[src/rtl/bar_level_render_if.sv]
`default_nettype none
// +-------------------------------------------------------------------+
// | bar_level_render_if : level write bus (request / ack)             |
// | Rev 1.0                                                           |
// +-------------------------------------------------------------------+
interface bar_level_render_if #(
  parameter int LEVEL_W = 7
);
  logic               lvl_wr;
  logic [3:0]         lvl_addr;
  logic [LEVEL_W-1:0] lvl_data;
  logic               lvl_ack;

  modport master (output lvl_wr, output lvl_addr, output lvl_data, input lvl_ack);
  modport slave  (input lvl_wr, input lvl_addr, input lvl_data, output lvl_ack);
endinterface
`default_nettype wire

[src/rtl/bar_level_render.sv]
`default_nettype none
// +-------------------------------------------------------------------+
// | bar_level_render : per-pixel bar / peak-marker renderer           |
// | Rev 1.0                                                           |
// +-------------------------------------------------------------------+
module bar_level_render #(
  parameter int BAR_COUNT         = 11,
  parameter int LEVEL_W           = 7,
  parameter int Y_BASE            = 400,
  parameter int PEAK_HOLD_FRAMES  = 30,
  parameter int PEAK_DECAY_FRAMES = 2
) (
  input  wire logic                 clk,
  input  wire logic                 reset,
  input  wire logic [11:0]          CounterX,
  input  wire logic [11:0]          CounterY,
  input  wire logic [BAR_COUNT-1:0] bar_sel,
  input  wire logic                 frame_start,
  bar_level_render_if.slave         wr,
  output logic                      bar_on,
  output logic                      peak_on,
  output logic [3:0]                bar_idx,
  output logic [11:0]               CounterX_d
);
  localparam int c_HOLD_MAX = (PEAK_HOLD_FRAMES > PEAK_DECAY_FRAMES) ? PEAK_HOLD_FRAMES : PEAK_DECAY_FRAMES;
  localparam int c_HOLD_W   = $clog2(c_HOLD_MAX + 1);

  logic [LEVEL_W-1:0]  r_pending [BAR_COUNT];
  logic [LEVEL_W-1:0]  r_active  [BAR_COUNT];
  logic [LEVEL_W-1:0]  r_peak    [BAR_COUNT];
  logic [c_HOLD_W-1:0] r_hold    [BAR_COUNT];
  logic                r_ack;

  logic               w_accept;
  logic               w_sel;
  logic [3:0]         w_idx;
  logic [LEVEL_W-1:0] w_act;
  logic [LEVEL_W-1:0] w_pk;
  logic [12:0]        w_dy;
  logic               w_bar;
  logic               w_peak;

  // Writes stall during frame_start so the swap always sees a stable pending bank.
  assign w_accept = wr.lvl_wr & ~frame_start & (int'(wr.lvl_addr) < BAR_COUNT);
  assign wr.lvl_ack = r_ack;

  always_ff @(posedge clk) begin
    if (reset) begin
      r_ack <= 1'b0;
      for (int i = 0; i < BAR_COUNT; i++) begin
        r_pending[i] <= '0;
        r_active[i]  <= '0;
        r_peak[i]    <= '0;
        r_hold[i]    <= '0;
      end
    end else begin
      r_ack <= w_accept;
      if (w_accept)
        r_pending[wr.lvl_addr] <= wr.lvl_data;
      if (frame_start) begin
        for (int i = 0; i < BAR_COUNT; i++) begin
          r_active[i] <= r_pending[i];
          // peak > 0 is guaranteed in the decay branch: level 0 >= peak 0 always recaptures
          if (r_pending[i] >= r_peak[i]) begin
            r_peak[i] <= r_pending[i];
            r_hold[i] <= c_HOLD_W'(PEAK_HOLD_FRAMES);
          end else if (r_hold[i] != '0) begin
            r_hold[i] <= r_hold[i] - c_HOLD_W'(1);
          end else begin
            r_peak[i] <= r_peak[i] - LEVEL_W'(1);
            r_hold[i] <= c_HOLD_W'(PEAK_DECAY_FRAMES - 1);
          end
        end
      end
    end
  end

  // Lowest set flag wins where adjacent decoder ranges share a pixel.
  always_comb begin
    w_idx = '0;
    for (int i = BAR_COUNT - 1; i >= 0; i--)
      if (bar_sel[i])
        w_idx = 4'(i);
  end

  assign w_sel  = |bar_sel;
  assign w_act  = r_active[w_idx];
  assign w_pk   = r_peak[w_idx];
  assign w_dy   = 13'(Y_BASE) - {1'b0, CounterY};
  assign w_bar  = w_sel & ~w_dy[12] & (w_dy[11:0] < 12'(w_act));
  assign w_peak = w_sel & (w_pk != '0) & ~w_dy[12] & (w_dy[11:0] == 12'(w_pk));

  always_ff @(posedge clk) begin
    if (reset) begin
      bar_on     <= 1'b0;
      peak_on    <= 1'b0;
      bar_idx    <= '0;
      CounterX_d <= '0;
    end else begin
      bar_on     <= w_bar;
      peak_on    <= w_peak;
      bar_idx    <= w_idx;
      CounterX_d <= CounterX;
    end
  end
endmodule
`default_nettype wire

[src/flat_wrapper.sv]
// flat-port wrapper written by rule: the top's interface ports become plain ports
module bar_level_render_flat 
#(
  parameter int BAR_COUNT         = 11,
  parameter int LEVEL_W           = 7,
  parameter int Y_BASE            = 400,
  parameter int PEAK_HOLD_FRAMES  = 30,
  parameter int PEAK_DECAY_FRAMES = 2
)
  (clk, reset, CounterX, CounterY, bar_sel, frame_start, bar_on, peak_on, bar_idx, CounterX_d, wr_lvl_wr, wr_lvl_addr, wr_lvl_data, wr_lvl_ack);
  bar_level_render_if #(.LEVEL_W(LEVEL_W)) wr_i ();
  input  wire logic clk;
  input  wire logic reset;
  input  wire logic [11:0] CounterX;
  input  wire logic [11:0] CounterY;
  input  wire logic [BAR_COUNT-1:0] bar_sel;
  input  wire logic frame_start;
  output logic bar_on;
  output logic peak_on;
  output logic [3:0] bar_idx;
  output logic [11:0] CounterX_d;
  input wire logic [$bits(wr_i.lvl_wr)-1:0] wr_lvl_wr;
  input wire logic [$bits(wr_i.lvl_addr)-1:0] wr_lvl_addr;
  input wire logic [$bits(wr_i.lvl_data)-1:0] wr_lvl_data;
  output wire logic [$bits(wr_i.lvl_ack)-1:0] wr_lvl_ack;
  assign wr_i.lvl_wr = wr_lvl_wr;
  assign wr_i.lvl_addr = wr_lvl_addr;
  assign wr_i.lvl_data = wr_lvl_data;
  assign wr_lvl_ack = wr_i.lvl_ack;
  bar_level_render #(.BAR_COUNT(BAR_COUNT), .LEVEL_W(LEVEL_W), .Y_BASE(Y_BASE), .PEAK_HOLD_FRAMES(PEAK_HOLD_FRAMES), .PEAK_DECAY_FRAMES(PEAK_DECAY_FRAMES)) u_core (.clk(clk), .reset(reset), .CounterX(CounterX), .CounterY(CounterY), .bar_sel(bar_sel), .frame_start(frame_start), .wr(wr_i), .bar_on(bar_on), .peak_on(peak_on), .bar_idx(bar_idx), .CounterX_d(CounterX_d));
endmodule
[config.mk]
export PLATFORM = sky130hd
export DESIGN_NAME = bar_level_render_flat
export DESIGN_NICKNAME = d
export VERILOG_FILES = /design/src/rtl/bar_level_render_if.sv /design/src/rtl/bar_level_render.sv /design/src/flat_wrapper.sv
export SDC_FILE = /design/constraint.sdc
export NUM_CORES = 1
export LEC_CHECK = 0
export ABC_AREA = 1
export CAP_MARGIN = 5
export CORE_MARGIN = 2
export CORE_UTILIZATION = 55
export CTS_BUF_LIST = sky130_fd_sc_hd__clkbuf_16
export DETAILED_ROUTE_END_ITERATION = 10
export GPL_ROUTABILITY_DRIVEN = 0
export PLACE_DENSITY = 0.74
export SYNTH_ARGS = -nofsm -noshare
export SYNTH_HDL_FRONTEND = slang
export SYNTH_SLANG_ARGS = --single-unit
[constraint.sdc]
create_clock -name clk -period 6.1 [get_ports clk]
set_input_delay 1.83 -clock clk [delete_from_list [all_inputs] [get_ports clk]]
set_output_delay 1.83 -clock clk [all_outputs]
set_load 0.02 [all_outputs]
==> reports/qor.txt <==
Portion of netlist area occupied by mux cells - 0%
Switching share of total power - 28.2%
Hold-critical path endpoint - u_core.r_pending[10][5]$_SDFFE_PP0P_
Count of boundary I/O pins - 69
Synth warnings - 0
Area taken by flip-flops and latches - 8900 um2
Die Span X - 182 um
Sequential area share after synthesis - 51.3%
Top area cells in the synthesized netlist - sky130_fd_sc_hd__edfxtp_1 (48%), sky130_fd_sc_hd__ha_1 (7.7%), sky130_fd_sc_hd__nor2_1 (7.0%)
Layout-stage area growth over the synthesis result - 12.0%
Hold bufs inserted after CTS - 0
Cell area after synthesis - 17,300 um2
Part of the power in combinational logic - 16.9%
Routed wire length - 45.4 mm
Total placed instance area - 18,400 um2
Flip-flop cell with the highest count after synthesis - sky130_fd_sc_hd__edfxtp_1
TritonRoute pass-1 iters - 8
Number of fill cells in the layout - 2,627
Detailed-route vias per instance - 5.71
Post-cts repair resize count - 0
CTS max path bufs - 3
Std-Cell Core Area - 31,300 um2
GRT Total Usage - 27.5%
Worst reg2reg endpoint - u_core.r_peak[6][4]$_SDFFCE_PN0P_
Crit-path max FO - 80
Area occupied by multi-input gates - 7020 um2
Adder and majority cell fraction of the synthesized area - 7.65%
Clock tree from TritonCTS - yes
F_max - 204 MHz
R2r worst-path depth - 12
Count of standard-cell rows - 65
Area of all placed cells without fillers - 19,400 um2
Clock sinks - 305
Die Outline Area - 33,000 um2
Avg WL per Cell - 18.5 um
Starting density of the core - 55.4%
Post-route clock skew - 0.0208 ns
Launch instance of the worst min-delay path - u_core.r_pending[10][5]$_SDFFE_PP0P_
Avg Cell Area, Syn - 8.82 um2
Slew at the pin closest to its max-slew limit - 1.06 ns
Post-synthesis cell type with the largest combined area - sky130_fd_sc_hd__edfxtp_1
Startpoint of the worst-slack reg-to-reg timing path - u_core.r_peak[6][0]$_SDFFCE_PN0P_
Total of flip-flops plus latches after synthesis - 305
Critical path startpoint category - input pin
Proportion of power drawn by flip-flops and latches - 47.7%
Hold violation total from the final report - 0
Reg-to-reg setup timing slack - 3.33 ns
Top library cells by usage in the layout, fill and taps aside - sky130_fd_sc_hd__nor2_1 (321), sky130_fd_sc_hd__inv_1 (308), sky130_fd_sc_hd__nand2_1 (287)
Number of distinct standard cells referenced by the synthesized netlist - 43
Post-Syn Instances - 1,965
Number of DRC violations after detailed routing - 0
Class of the tightest hold or removal check - reg2reg
Peak supply drop - 0.190 mV
CTS root buf - sky130_fd_sc_hd__clkbuf_16
Total nets after synthesis - 2,121
EDFF count, synth - 279
Remaining max-slew budget at the tightest pin - 28.5%
Share of the cycle needed by the critical path after routing - 80.2%
Run status - complete, no violations
Layout cells sized above 1 - 3.94%
Top cell type's share of synthesized area - 48.3%
Tmin final - 4.89 ns
Compound-gate portion of the synthesized area - 9.77%
Overflow left after global routing - 0
Slew Limit Fails - 0
Buffers inserted by post-CTS timing repair - 0
Nature of the critical path endpoint - flip-flop
Number of endpoints failing setup at the final stage - 0
Clock Pin Slew Worst Setup and Hold Paths - 0.06 ns
Critical path class - in2reg
Cell depth of the worst hold path - 2
Number of buffers created by CTS - 34
Post-detailed-placement half-perimeter wirelength - 33.0 mm
Antenna violations before repair - 1
Clock Latency Late Sink - 0.52 ns
Net Switching - 1.52 mW
First-pass GRT wire length - 70.7 mm
Via count of the first global-routing pass - 13,300
Most frequent standard cell in the layout excluding fill and tap cells - sky130_fd_sc_hd__nor2_1
Xor/xnor cell area share of the yosys netlist - 3.59%
Post-synthesis async set-or-reset flop share - 0%
Setup repair after global routing missed its margin - no
Maximum number of pins on one net before global-route repair - 81
H-tree depth - 2
Starting DRT DRC Count - 1,618
Combinational family with the most area after synthesis - simple AND/OR/NAND/NOR gates
Count of port buffers added during placement - 68
Chip Height - 182 um
Total power divided by cell area - 278 nW/um2
Area fraction in and, or, nand and nor cells after synthesis - 19.5%
Cell-internal power - 3.88 mW
Max Cap Viol - 0
Share of total power in the clock network - 35.4%
Data required time at the worst endpoint - 6.53 ns
DRT antenna net count - 0
Worst EP arrival - 5.32 ns
Fin nets - 2,186
Lkg Pwr - 8.51 nW
Aggregate negative setup slack - 0 ns
Routed vias - 14,000
## worst max path at each step
stage               startpoint                             endpoint  slack (ns)  depth (start not counted)
floorplan                reset  u_core.r_active[0][0]$_SDFFCE_PN0P_        0.86                          3
global placement    bar_sel[9]             u_core.bar_on$_SDFF_PP0_        0.85                         22
finish              bar_sel[9]             u_core.bar_on$_SDFF_PP0_        1.21                         22
detailed placement  bar_sel[9]             u_core.bar_on$_SDFF_PP0_        0.76                         22
global route        bar_sel[8]             u_core.bar_on$_SDFF_PP0_        0.94                         20
CTS                 bar_sel[9]             u_core.bar_on$_SDFF_PP0_        1.28                         22
## state kept, by name (all words and copies together), names as in the netlist
register,count
u_core.r_pending,77
u_core.bar_on,1
u_core.bar_idx,4
u_core.r_peak,77
u_core.CounterX_d,12
u_core.peak_on,1
u_core.wr.lvl_ack,1
u_core.r_active,77
u_core.r_hold,55
## cell usage after synthesis, types with 8 or more instances
library cell and n:
sky130_fd_sc_hd__nor2_1 322, sky130_fd_sc_hd__inv_1 303, sky130_fd_sc_hd__nand2_1 287, sky130_fd_sc_hd__edfxtp_1 279, sky130_fd_sc_hd__nand3_1 137, sky130_fd_sc_hd__a21oi_1 134, sky130_fd_sc_hd__ha_1 106, sky130_fd_sc_hd__o21ai_0 106
sky130_fd_sc_hd__xor2_1 50, sky130_fd_sc_hd__nor3_1 37, sky130_fd_sc_hd__clkbuf_1 26, sky130_fd_sc_hd__dfxtp_1 26, sky130_fd_sc_hd__xnor2_1 21, sky130_fd_sc_hd__nand4_1 11, sky130_fd_sc_hd__o211ai_1 11, sky130_fd_sc_hd__a211oi_1 10
sky130_fd_sc_hd__buf_2 10, sky130_fd_sc_hd__buf_1 9, sky130_fd_sc_hd__o22ai_1 9, sky130_fd_sc_hd__o21a_1 8, sky130_fd_sc_hd__o32ai_1 8
## per-layer routing
metal | share of wire, % | vias to the layer above | GRT usage (%) | wire [um]
met4 | 3.5 | 0 | 9.85 | 1610
met2 | 46 | 652 | 45.1 | 21000
li1 | - | 6707 | - | -
met3 | 10 | 105 | 5.40 | 4720
met5 | 0 | - | 0 | 0
met1 | 40 | 6582 | 36.6 | 18100
## cells by family (layout without fill, tap and decap cells)
logic type,count (synthesis),in the layout
buffers and inverters,361,451
XOR/XNOR,71,71
adder cells (fa/ha/maj),106,106
AO/OA/AOI/OAI,306,306
AND/OR/NAND/NOR,816,816
flip-flops,305,305
other,0,1
## power by group through the flow
| stage | clock (mW) | combinational (mW) | sequential (mW) |
|---|---|---|---|
| after floorplan | 0 | 0.648 | 2.59 |
| after global placement | 0 | 0.861 | 2.61 |
| after detailed placement | 0 | 0.894 | 2.62 |
| after CTS | 1.92 | 0.904 | 2.58 |
| after global routing | 2.00 | 1.03 | 2.59 |
| final | 1.91 | 0.914 | 2.58 |
## critical path: stages
cell and delay, ns:
sky130_fd_sc_hd__clkdlybuf4s50_1 0.53, sky130_fd_sc_hd__nand2_1 0.07, sky130_fd_sc_hd__nand2_1 0.05, sky130_fd_sc_hd__nand2_1 0.04, sky130_fd_sc_hd__nand2_1 0.05, sky130_fd_sc_hd__nand2_1 0.04, sky130_fd_sc_hd__nand2_1 0.06, sky130_fd_sc_hd__nand2_2 0.08
sky130_fd_sc_hd__nand2_2 0.43, sky130_fd_sc_hd__nand2_4 0.58, sky130_fd_sc_hd__or2_2 0.48, sky130_fd_sc_hd__o21ai_0 0.07, sky130_fd_sc_hd__o221ai_1 0.12, sky130_fd_sc_hd__o21ai_0 0.13, sky130_fd_sc_hd__nand2_1 0.07, sky130_fd_sc_hd__nand2_1 0.08
sky130_fd_sc_hd__ha_1 0.23, sky130_fd_sc_hd__nand2_1 0.07, sky130_fd_sc_hd__nand2_1 0.04, sky130_fd_sc_hd__nand2_1 0.05, sky130_fd_sc_hd__nand2_1 0.04, sky130_fd_sc_hd__a21oi_1 0.16
## layout make-up
type                       count  area share, %
sequential                   305           45.8
multi-input combinational   1299           36.2
inverter                     307           5.95
clock buffer                  35           4.51
timing repair buffer          83           4.15
tap                          402           2.59
clock inverter                26          0.754
antenna                        1         0.0129
## metrics by stage
stage               cells  total power [mW]  utilization [%]  hold WS (ns)  setup slack, ns
floorplan            1965              3.23                -         0.465            0.858
global placement     2396              3.47             58.7         0.533            0.852
detailed placement   2396              3.51             58.7         0.529            0.764
CTS                  2457              5.40             62.0         0.537             1.28
global route         2458              5.63             62.0         0.573            0.939
finish               2458              5.41             62.0         0.551             1.21
No activity file was read; power rests on OpenSTA's default activity.
